## src/rtl/disp_mux_pkg.sv

```systemverilog
// disp_mux_pkg: frame layout constants, seg7 type and the BCD to 7-segment decode for disp_mux
package disp_mux_pkg;
  localparam int DISP_GRID_LSB = 0;
  localparam int DISP_SEG_DP_OFS = 7;
  typedef logic [6:0] seg7_t;
  function automatic seg7_t bcd_to_seg7(input logic [3:0] bcd);
    case (bcd)
      4'd0: return 7'h3F;
      4'd1: return 7'h06;
      4'd2: return 7'h5B;
      4'd3: return 7'h4F;
      4'd4: return 7'h66;
      4'd5: return 7'h6D;
      4'd6: return 7'h7D;
      4'd7: return 7'h07;
      4'd8: return 7'h7F;
      4'd9: return 7'h6F;
      default: return 7'h40;
    endcase
  endfunction
endpackage

```

## src/rtl/disp_seg7_dec.sv

```systemverilog
// disp_seg7_dec: combinational BCD to 7-segment decode; non-BCD codes show a dash
module disp_seg7_dec
  import disp_mux_pkg::*;
(
  input  logic [3:0] bcd,
  output seg7_t      seg
);
  assign seg = bcd_to_seg7(bcd);
endmodule

```

## src/rtl/disp_mux.sv

```systemverilog
// disp_mux: grid-scanned 7-seg frame word generator with PWM, blanking and a per-scan shadow; DISP_MUX_LZ_BLANK_EN adds leading-zero blanking
module disp_mux
  import disp_mux_pkg::*;
#(
  parameter int NUM_GRID = 8,
  parameter int SEG_LSB  = 32
) (
  input  logic                  rst_n,
  input  logic                  clk,
  input  logic                  tsc_1ppms,
  input  logic [4*NUM_GRID-1:0] digit_bcd,
  input  logic [NUM_GRID-1:0]   dp_mask,
  input  logic [3:0]            brightness,
  input  logic                  blank,
  output logic [255:0]          disp_data,
  output logic                  scan_sof
);
  localparam int GW = $clog2(NUM_GRID);
  logic [GW-1:0] grid_idx;
  logic [3:0] pwm_phase;
  logic [4*NUM_GRID-1:0] shadow_bcd;
  logic [NUM_GRID-1:0] shadow_dp, shadow_lz;
  logic last, seg_on;
  seg7_t seg;
  logic [255:0] word;
  assign last = grid_idx == GW'(NUM_GRID - 1);
`ifdef DISP_MUX_LZ_BLANK_EN
  logic [NUM_GRID-1:0] lz_next;
  logic lead;
  always_comb begin
    lz_next = '0;
    lead = 1'b1;
    for (int i = NUM_GRID - 1; i > 0; i--) begin
      lead = lead & (digit_bcd[4*i +: 4] == 4'd0);
      lz_next[i] = lead;
    end
  end
  // mask travels with the shadow so it always matches the digits on display
  always_ff @(posedge clk or negedge rst_n)
    if (!rst_n) shadow_lz <= '0;
    else if (tsc_1ppms && last) shadow_lz <= lz_next;
`else
  assign shadow_lz = '0;
`endif
  assign seg_on = !blank && (pwm_phase <= brightness) && !shadow_lz[grid_idx];
  disp_seg7_dec u_dec (.bcd(shadow_bcd[{grid_idx, 2'b00} +: 4]), .seg(seg));
  always_comb begin
    word = '0;
    word[DISP_GRID_LSB + 32'(grid_idx)] = 1'b1;
    word[SEG_LSB +: 7] = seg_on ? seg : 7'd0;
    word[SEG_LSB + DISP_SEG_DP_OFS] = seg_on & shadow_dp[grid_idx];
  end
  always_ff @(posedge clk or negedge rst_n)
    if (!rst_n) begin
      disp_data <= '0;
      scan_sof <= 1'b0;
      grid_idx <= '0;
      pwm_phase <= '0;
      shadow_bcd <= '0;
      shadow_dp <= '0;
    end else begin
      scan_sof <= tsc_1ppms && grid_idx == '0;
      if (tsc_1ppms) begin
        disp_data <= word;
        grid_idx <= last ? '0 : GW'(grid_idx + 1'b1);
        pwm_phase <= pwm_phase + 4'd1;
        if (last) begin
          shadow_bcd <= digit_bcd;
          shadow_dp <= dp_mask;
        end
      end
    end
endmodule

```

## config.mk

```make
export PLATFORM = sky130hd
export DESIGN_NAME = disp_mux
export DESIGN_NICKNAME = d
export VERILOG_FILES = /design/src/rtl/disp_mux_pkg.sv /design/src/rtl/disp_seg7_dec.sv /design/src/rtl/disp_mux.sv
export SDC_FILE = /design/constraint.sdc
export NUM_CORES = 1
export LEC_CHECK = 0
export ABC_AREA = 1
export CAP_MARGIN = 30
export CORE_AREA = 2 2 119 121
export CTS_CLUSTER_DIAMETER = 100
export DETAILED_ROUTE_END_ITERATION = 8
export DIE_AREA = 0 0 121 123
export PLACE_DENSITY = 0.79
export SETUP_SLACK_MARGIN = 0.02
export SKIP_CTS_REPAIR_TIMING = 1
export SLEW_MARGIN = 10
export SYNTH_ARGS = -nofsm -noshare
export SYNTH_HDL_FRONTEND = slang
export SYNTH_HIERARCHICAL = 1
export SYNTH_SLANG_ARGS = --single-unit
```

## constraint.sdc

```tcl
create_clock -name clk -period 4.1 [get_ports clk]
set_input_delay 0.82 -clock clk [delete_from_list [all_inputs] [get_ports clk]]
set_output_delay 0.82 -clock clk [all_outputs]
set_load 0.01 [all_outputs]
```

Word level (Yosys, flattened, before mapping)
Memory sizes are Yosys's and may differ from the RTL's.
Index checks and enable logic that the tools add are counted.
- ROM bits: 120
- logic and storage cells: 32
- bits in registers: 64
- memories: 2
- output and inout port bits: 257
- memory list (memory ; depth ; width ; read ports ; clocked after Yosys merged registers in ; write ports ; line ; source):
    (no name shown) ; 16 ; 7 ; 1 ; 0 ; 0 ; disp_mux_pkg.sv:7 ; case (bcd)
    (no name shown) ; 8 ; 1 ; 1 ; 0 ; 0 ; disp_mux.sv:45 ; assign seg_on = !blank && (pwm_phase <= brightness) && !shadow_lz[grid_idx];
- add/sub/neg operators: 2
- shift operators: 1
- equality and inequality tests: 1
- muxes and demuxes: 7
- bitwise operators: 1
- order comparisons: 4
- reduce and logical (&&, ||, !) cells: 8
- operators with widths (cell ; number):
    32-bit by 6-bit indexed part select with 4-bit output ; 1
    3-bit by 9-bit less-than comparator with 1-bit output (second input constant) ; 1
    7-bit two-way mux ; 1
    4-bit by 1-bit adder with 4-bit output (second input constant) ; 1
    4-bit <= comparator ; 1
    1-bit logical AND ; 4
    3-bit by 4-bit less-than comparator with 1-bit output (second input constant) ; 1
    3-bit by 1-bit adder with 3-bit output (second input constant) ; 1
    1-bit binary-select mux with 3-bit select ; 1
    1-bit demux with 3-bit select ; 1
    3-bit equality test (second input constant) ; 1
    3-bit by 1-bit >= comparator with 1-bit output (second input constant) ; 1
    3-bit zero test ; 1
    1-bit two-way mux ; 3
    3-bit two-way mux ; 1
    1-bit zero test ; 2
    2-bit AND reduction ; 1
    1-bit AND ; 1

Depth between registers and ports, before layout
Gate-level depths: netlist of the first run.
- depth in word-level cells: 5
- depth in mapped cells: 16
- mapped depth without buffers: 16

Hierarchy
Netlist of the first run, hierarchy kept.
- by module, submodules not included (module ; sequential area each (µm²) ; area an instance (µm²) ; cells an instance ; instances):
    disp_mux ; 1601.5 ; 4695.8 ; 525 ; 1
    disp_seg7_dec ; 0.0 ; 192.7 ; 36 ; 1

Worst setup path before layout of the first run
No wires, ideal clock.
- path kind: register -> register
- from: register grid_idx[0]
- to: register disp_data[35]
- stages on the path, launching flop included: 15
- arrival time: 1.770 ns
- slack: 2.204 ns
- library setup time: 0.126 ns
- cell sequence: dfrtp_1 buf_2 buf_2 nor2_1 nor2_1 o21ai_0 nand4_1 inv_1 ha_1 nand2_1 nand2_1 nand2_1 nand2_1 nand2_1 o21ai_0
- elaborated cells between the ends (all ways): 7
- classes of those cells: shift: 1; mux: 2; reduce/logical: 2; memory: 2
- RTL lines (what ; line ; source):
    start, declared ; disp_mux.sv:19 ; logic [GW-1:0] grid_idx;
    start signal, assigned ; disp_mux.sv:65 ; grid_idx <= last ? '0 : GW'(grid_idx + 1'b1);
    32-bit by 6-bit indexed part select with 4-bit output ; disp_mux.sv:46 ; disp_seg7_dec u_dec (.bcd(shadow_bcd[{grid_idx, 2'b00} +: 4]), .seg(seg));
    memory read 16 x 7 bit ; n/a ;
    via seg[3] ; disp_mux.sv:24 ; seg7_t seg;
    7-bit two-way mux ; disp_mux.sv:50 ; word[SEG_LSB +: 7] = seg_on ? seg : 7'd0;
    end signal, assigned ; disp_mux.sv:64 ; disp_data <= word;
    end, declared ; disp_mux.sv:15 ; output logic [255:0] disp_data,
The timed path passes the listed nets, and every way through them passes these cells. The select of a mux whose other input is x is not followed.
A chain may end at the register's enable or synchronous reset.

Worst setup path in the final report of the first run
- from: register grid_idx[0]
- to: register disp_data[33]
The elaborated chain is that of the path after synthesis.

==> results.md, run 1 <==
* Residual DRC at 0
* Std-Cell Rows at between 40 and 50
* Chip height at around 120 um
* Buffers on Ports at 64
* CP endpoint kind: flip-flop
* Die area at between 10000 and 15000 sq um
* Die X at 121 um
* Status: completed
* Synthesized netlist cell count at roughly 560
* Post-synthesis simple-gate area fraction at 0.100
* Drt pass-1 iters at 4
* GRT overflow at 0
* Pre-CTS setup slack at 1.38 ns
* Synth Area in Compound Gates at 0.0399
* Worst path required time at about 4.3 ns
* Setup ws final at roughly 1.4 ns
* Critical path data arrival time at around 2.9 ns
* H-tree Lvls at 3
* Post-synthesis async set-or-reset flop share at 1.00
* Tmin final at between 2 and 3 ns
* Post-Syn Area at slightly below 5000 sq um
* Largest cells by area after synthesis: buf_4, dfrtp_1, mux2_2
* DP HPWL at about 6500 um
* Post-synth top cells: buf_4, nand2_1, dfrtp_1
* XOR/XNOR Fraction of Synth Area at 0.00537
* Largest net degree at the start of global routing at 43
* Max Cap Viol at 0
* Final period utilization at 0.650
* TritonCTS clock tree: done
* P_leak at about 2.7 nW
* Highest clock rate at 375 MHz
* Synthesized flop and latch total at 64
* Global Route Usage Sum at 0.106
* Final Setup Violations at 0
* Setup TNS at 0 ns
* DRT iter0 DRCs at 151
* YS warnings at 6
* # diodes at 0
* Post-Route WL at roughly 8400 um
* Initial antenna violation count at 0
* Util after Layout at 0.378
* Fraction of layout cells with a size suffix above 1 at 0.0964
* # IOs at 305
* Sequential share of the synthesized area at 0.328
* Largest family of logic cells by synthesized area: buffers and inverters
* Cell Area, Placed at 4810 sq um
* Most numerous cell in the Yosys netlist: buf_4
* Cell variety after synth at 22
* Slew @ Worst Pin at 0.830 ns
* Placed Cells at between 700 and 800
* Global-route wire length before repair at about 12000 um
* Slew HR at 0.447
* R2R setup slack at approximately 1.4 ns
* Vias in the first global route at around 2500
* Final Skew at approximately 0.0054 ns
* # nets final at 690
* Clock Pin Slew Worst Setup and Hold Paths at about 0.050 ns
* Routed wire per std cell at approximately 10 um
* Slew Limit Fails at 0
* Final cell count without fillers at slightly above 800
* P&R area growth vs syn at 5.17%
* Avg Vias per Cell at between 3 and 4
* Inserted Clock Buffers at 9
* Initial Util at 0.359
* Routability cong. at ~0.82
* CTS max path bufs at 2
* CTS root buf: clkbuf_16
* Mux contribution to synthesized area at 0.0898
* VDD IR max at 340 uV
* EDFF count, synth at 0
* Worst Setup Start Kind: flip-flop
* Mean area per synthesized cell at 8.71 sq um
* Clk sink count at 64
* Synth area leader: buf_4
* Core Area at 13600 sq um
* Power Density at about 630 nW/um^2
* RSZ-0062 raised after global routing: no
* Yosys top cell area share at 0.370
* Main synth FF type: dfrtp_1
* Via count at around 3000
* Cell area after layout at slightly above 5000 sq um
* Post-Synth Adder-Cell Area at 0.0358
* Skew-Pair Late Insertion Delay at approximately 0.33 ns
* Hold Crit Class: flip-flop to flip-flop
* Crit Path Class: flip-flop to flip-flop
* Antenna viol nets, final at 0
* Final Hold Fails at 0
* Crit path max fanout at 20
-- path summary, 6_finish.rpt --
path / depth (start not counted) / from / endpoint
min in group asynchronous: 1 / rst_n / shadow_dp[5]
max reg2reg: 12 / grid_idx[0] / disp_data[33]
min: 2 / disp_data[3] / disp_data[3]
max: 12 / grid_idx[0] / disp_data[33]
max in group asynchronous: 2 / rst_n / shadow_bcd[31]
min reg2reg: 2 / disp_data[3] / disp_data[3]
-- stage by stage --
step | total power [mW] | hold slack [ns]
detailed placement | 2.43 | 0.474
global route | 3.51 | 0.510
CTS | 3.26 | 0.491
floorplan | 2.19 | 0.449
finish | 3.24 | 0.488
global placement | 2.38 | 0.467
-- area by class of cell --
type,instances,area (sq um)
multi-input combinational,458,2230
clock buffer,10,229
sequential,64,1600
fill,1367,8470
tap,180,225
inverter,28,105
clock inverter,6,83.8
timing repair buffer,67,671
-- flip-flops by register name (all words and copies together) (netlist names) --
signal      flops
shadow_dp       8
scan_sof        1
pwm_phase       4
disp_data      16
shadow_bcd     32
grid_idx        3
-- cell usage in the layout, fill, tap and decap left out, drive strengths merged --
cell type      synthesis  layout
a21oi                  4       4
buf                  249       4
bufinv                 0       2
clkbuf                 1      10
clkdlybuf4s50          0      63
clkinv                 1       5
conb                   1     240
dfrtp                 64      64
ha                    14      14
inv                   27      27
mux2                  39      39
nand2                 82      82
nand3                  8       8
nand3b                 1       1
nand4                  3       3
nor2                  30      30
o211ai                 1       1
o21ai                 32      32
o21bai                 1       1
xnor2                  1       1
xor2                   2       2
-- worst max-delay path: stages, from the launching register on --
cell and delay (ns):
dfrtp_1 0.79, inv_2 0.31, o21ai_0 0.21, o21ai_0 0.16, inv_1 0.09, nand4_1 0.15
inv_1 0.18, ha_1 0.25, nand2_1 0.07, nand2_1 0.08, nand2_1 0.07, nand2_1 0.05
o21ai_0 0.17
-- per-layer routing --
metal,vias to the layer above,routed length [um],GRT usage
met5,-,0,0
met4,0,109,0.0414
met3,10,811,0.0295
met2,162,4530,0.183
met1,1374,2920,0.124
li1,1413,-,-
-- power by group --
| group | internal (mW) | switching [mW] | total [mW] |
|---|---|---|---|
| combinational | 0.565 | 0.771 | 1.34 |
| clock | 0.529 | 0.269 | 0.799 |
| sequential | 0.915 | 0.194 | 1.11 |
| total | 2.01 | 1.23 | 3.24 |
-- cells by family (layout without fill, tap and decap cells) --
group	after synthesis	count (layout)
compound gates	38	38
xor+xnor	3	3
fa+ha+maj	14	14
buf+inv	278	111
flops	64	64
mux	39	39
other cells	1	240
simple gates	124	124
Note: power is estimated with default switching activity, not from simulation.
==> run 2, diff against run 1 <==
--- a/config.mk
+++ b/config.mk
@@ -7,11 +7,11 @@
 export LEC_CHECK = 0
 export ABC_AREA = 1
 export CAP_MARGIN = 30
-export CORE_AREA = 2 2 119 121
+export CORE_AREA = 2 2 117 119
 export CTS_CLUSTER_DIAMETER = 100
 export DETAILED_ROUTE_END_ITERATION = 8
-export DIE_AREA = 0 0 121 123
-export PLACE_DENSITY = 0.79
+export DIE_AREA = 0 0 119 121
+export PLACE_DENSITY = 0.81
 export SETUP_SLACK_MARGIN = 0.02
 export SKIP_CTS_REPAIR_TIMING = 1
 export SLEW_MARGIN = 10
==> constraint.sdc (replaced) <==
create_clock -name clk -period 2.5 [get_ports clk]
set_input_delay 0.5 -clock clk [delete_from_list [all_inputs] [get_ports clk]]
set_output_delay 0.5 -clock clk [all_outputs]
set_load 0.01 [all_outputs]
==> run 2 against run 1 <==
  * Clock skew rose by 0.00077 ns
  * Largest power group unchanged
  * Highest routed layer unchanged
  * Largest cell class unchanged
  * Hold slack got worse by 0.32 ns
  * Setup slack got worse by 1.1 ns
==> results.md, run 2 (synthesized netlist as in run 1, its figures left out) <==
* Max reg flops at 32 (unchanged)
* Power Density at 1010 nW/um^2 (+60%)
* Net Sw Frac at 0.397 (+0.0167)
* Residual DRC at 0 (unchanged)
* Final Setup Violations at 0 (unchanged)
* Combinational cell fraction of total power at 0.431 (+0.019)
* VDD IR max at 543 uV (+60%)
* Tmin final at 2.19 ns (-0.475 ns)
* Clock Pin Slew Worst Setup and Hold Paths at 0.06 ns (about the same)
* Seq pwr share at 0.351 (+0.009)
* Crit Path Class: flip-flop to flip-flop
* Buffers on Ports at 64 (unchanged)
* Drt pass-1 iters at 4 (unchanged)
* Setup TNS at 0 ns (unchanged)
* Chip height at 121 um (-1.6%)
* Post-Route WL at 8270 um (-1.2%)
* # diodes at 0 (unchanged)
* Biggest regs: shadow_bcd (32), disp_data (16), shadow_dp (8)
* Highest clock rate at 457 MHz (+22%)
* Inserted Clock Buffers at 9 (unchanged)
* Initial Util at 0.374 (+0.0145)
* # nets final at 691 (+0.14%)
* # IOs at 305 (unchanged)
* Reg2reg start: grid_idx[0]
* Worst Setup Start Kind: flip-flop
* CTS max path bufs at 2 (unchanged)
* Global Route Usage Sum at 0.106 (+0.000852)
* Crit path max fanout at 13 (-35%)
* Hold Crit Class: input pin to async pin
* Slew Limit Fails at 0 (unchanged)
* Most common cell after layout, fill and taps aside: conb_1
* Critical path data arrival time at 2.39 ns (-0.52 ns)
* Net switching power at 2.05 mW (+66%)
* P&R area growth vs syn at 4.68%
* Max Cap Viol at 0 (unchanged)
* Crit path launch: grid_idx[0]
* Routability cong. at 0.819 (about the same)
* Routed wire per std cell at 10.2 um (-0.83%)
* Antenna viol nets, final at 0 (unchanged)
* Internal power at 3.12 mW (+55%)
* TritonCTS clock tree: done
* GRT overflow at 0 (unchanged)
* CP endpoint kind: flip-flop
* Commonest non-fill, non-tap cells in the layout: conb_1, nand2_1, clkdlybuf4s50_1
* Die X at 119 um (-1.7%)
* DP HPWL at 6520 um (+0.37%)
* Core Area at 13100 sq um (-3.9%)
* Fraction of layout cells with a size suffix above 1 at 0.103 (+0.00616)
* Std-Cell Rows at 42 (-2.3%)
* DRT iter0 DRCs at 125 (-17%)
* Via count at 2957 (-0.068%)
* Cell area after layout at 5120 sq um (-0.46%)
* H-tree Lvls at 3 (unchanged)
* Worst path required time at 2.70 ns (-1.64 ns)
* Largest net degree at the start of global routing at 65 (+51%)
* Reg with most FFs: shadow_bcd
* Final period utilization at 0.876 (+0.226)
* RSZ-0062 raised after global routing: no
* Avg Vias per Cell at 3.65 (+0.30%)
* Initial antenna violation count at 0 (unchanged)
* Cell Area, Placed at 4840 sq um (+0.73%)
* Final Skew at 0.00613 ns (+0.000767 ns)
* Global-route wire length before repair at 12100 um (-0.57%)
* Clock share of power at 0.218 (-0.028)
* Clk sink count at 64 (unchanged)
* P_leak at 2.72 nW (-0.87%)
* Final Hold Fails at 0 (unchanged)
* CTS root buf: clkbuf_16
* Vias in the first global route at 2500 (+1.3%)
* Skew-Pair Late Insertion Delay at 0.33 ns (about the same)
* Status: completed
* Die area at 14400 sq um (-3.3%)
run 2: cell count changes in the layout (fill, tap and decap cells not counted), moves of 2 or more:
| cell | previous run | this run |
|---|---|---|
| bufinv_16 | 2 | 0 |
| clkinvlp_4 | 0 | 2 |
| dfrtp_2 | 0 | 2 |
| dfrtp_1 | 64 | 62 |
run 2: cell type report:
| class | instances | area, sq um |
|---|---|---|
| clock buffers | 11 | 233 |
| clock inverters | 5 | 33.8 |
| fillers | 1295 | 7970 |
| inverters | 28 | 108 |
| multi-input cells | 458 | 2230 |
| flip-flops and latches | 64 | 1600 |
| well taps | 176 | 220 |
| repair buffers | 68 | 691 |
run 2: path summary, 6_finish.rpt:
| check | endpoint | slack [ns] | depth (start not counted) |
|---|---|---|---|
| hold / removal | shadow_bcd[12] | 0.17 | 2 |
| setup reg to reg | disp_data[35] | 0.31 | 13 |
| min in group clk | pwm_phase[3] | 0.48 | 1 |
| setup / recovery | disp_data[35] | 0.31 | 13 |
| hold reg to reg | pwm_phase[3] | 0.48 | 1 |
| max in group asynchronous | grid_idx[1] | 2.03 | 2 |
run 2: critical path, cell delays in order, from the launching register on:
cell	delay (ns)
dfrtp_2	0.47
buf_4	0.21
o21ai_0	0.22
o21ai_1	0.11
inv_1	0.07
nand4_1	0.18
inv_2	0.16
ha_1	0.24
nand2_1	0.08
nand2_1	0.07
nand2_1	0.06
nand2_1	0.05
nand2_1	0.05
o21ai_0	0.08
run 2: power groups by stage:
stage	clock network, mW	logic (mW)	registers (mW)
4_1_cts	1.14	2.22	1.81
3_3_place_gp	0	2.13	1.81
3_5_place_dp	0	2.20	1.82
2_1_floorplan	0	1.84	1.75
6_report	1.13	2.23	1.82
5_1_grt	1.20	2.56	1.87
run 2: per-stage QoR:
| stage | utilization | setup WS [ns] | std cells | hold slack [ns] | power, mW |
|---|---|---|---|---|---|
| floorplan | - | 0.604 | 800 | 0.204 | 3.59 |
| global placement | 0.370 | 0.325 | 794 | 0.467 | 3.94 |
| detailed placement | 0.370 | 0.254 | 794 | 0.475 | 4.02 |
| CTS | 0.391 | 0.174 | 810 | 0.182 | 5.18 |
| global route | 0.391 | 0.0364 | 810 | 0.205 | 5.63 |
| finish | 0.391 | 0.310 | 810 | 0.169 | 5.17 |
run 2: routing by layer:
metal,up-vias,part of all wire,track usage
met5,-,0,0
met4,0,0.018,0.0402
met3,12,0.070,0.0263
met2,154,0.54,0.187
met1,1376,0.38,0.125
li1,1415,-,-
==> run 3, diff against run 2 <==
--- a/config.mk
+++ b/config.mk
@@ -8,7 +8,6 @@
 export ABC_AREA = 1
 export CAP_MARGIN = 30
 export CORE_AREA = 2 2 117 119
-export CTS_CLUSTER_DIAMETER = 100
 export DETAILED_ROUTE_END_ITERATION = 8
 export DIE_AREA = 0 0 119 121
 export PLACE_DENSITY = 0.81
==> results of run 3 <==
The final DEF is identical to that of run 2; final timing and power are the same.
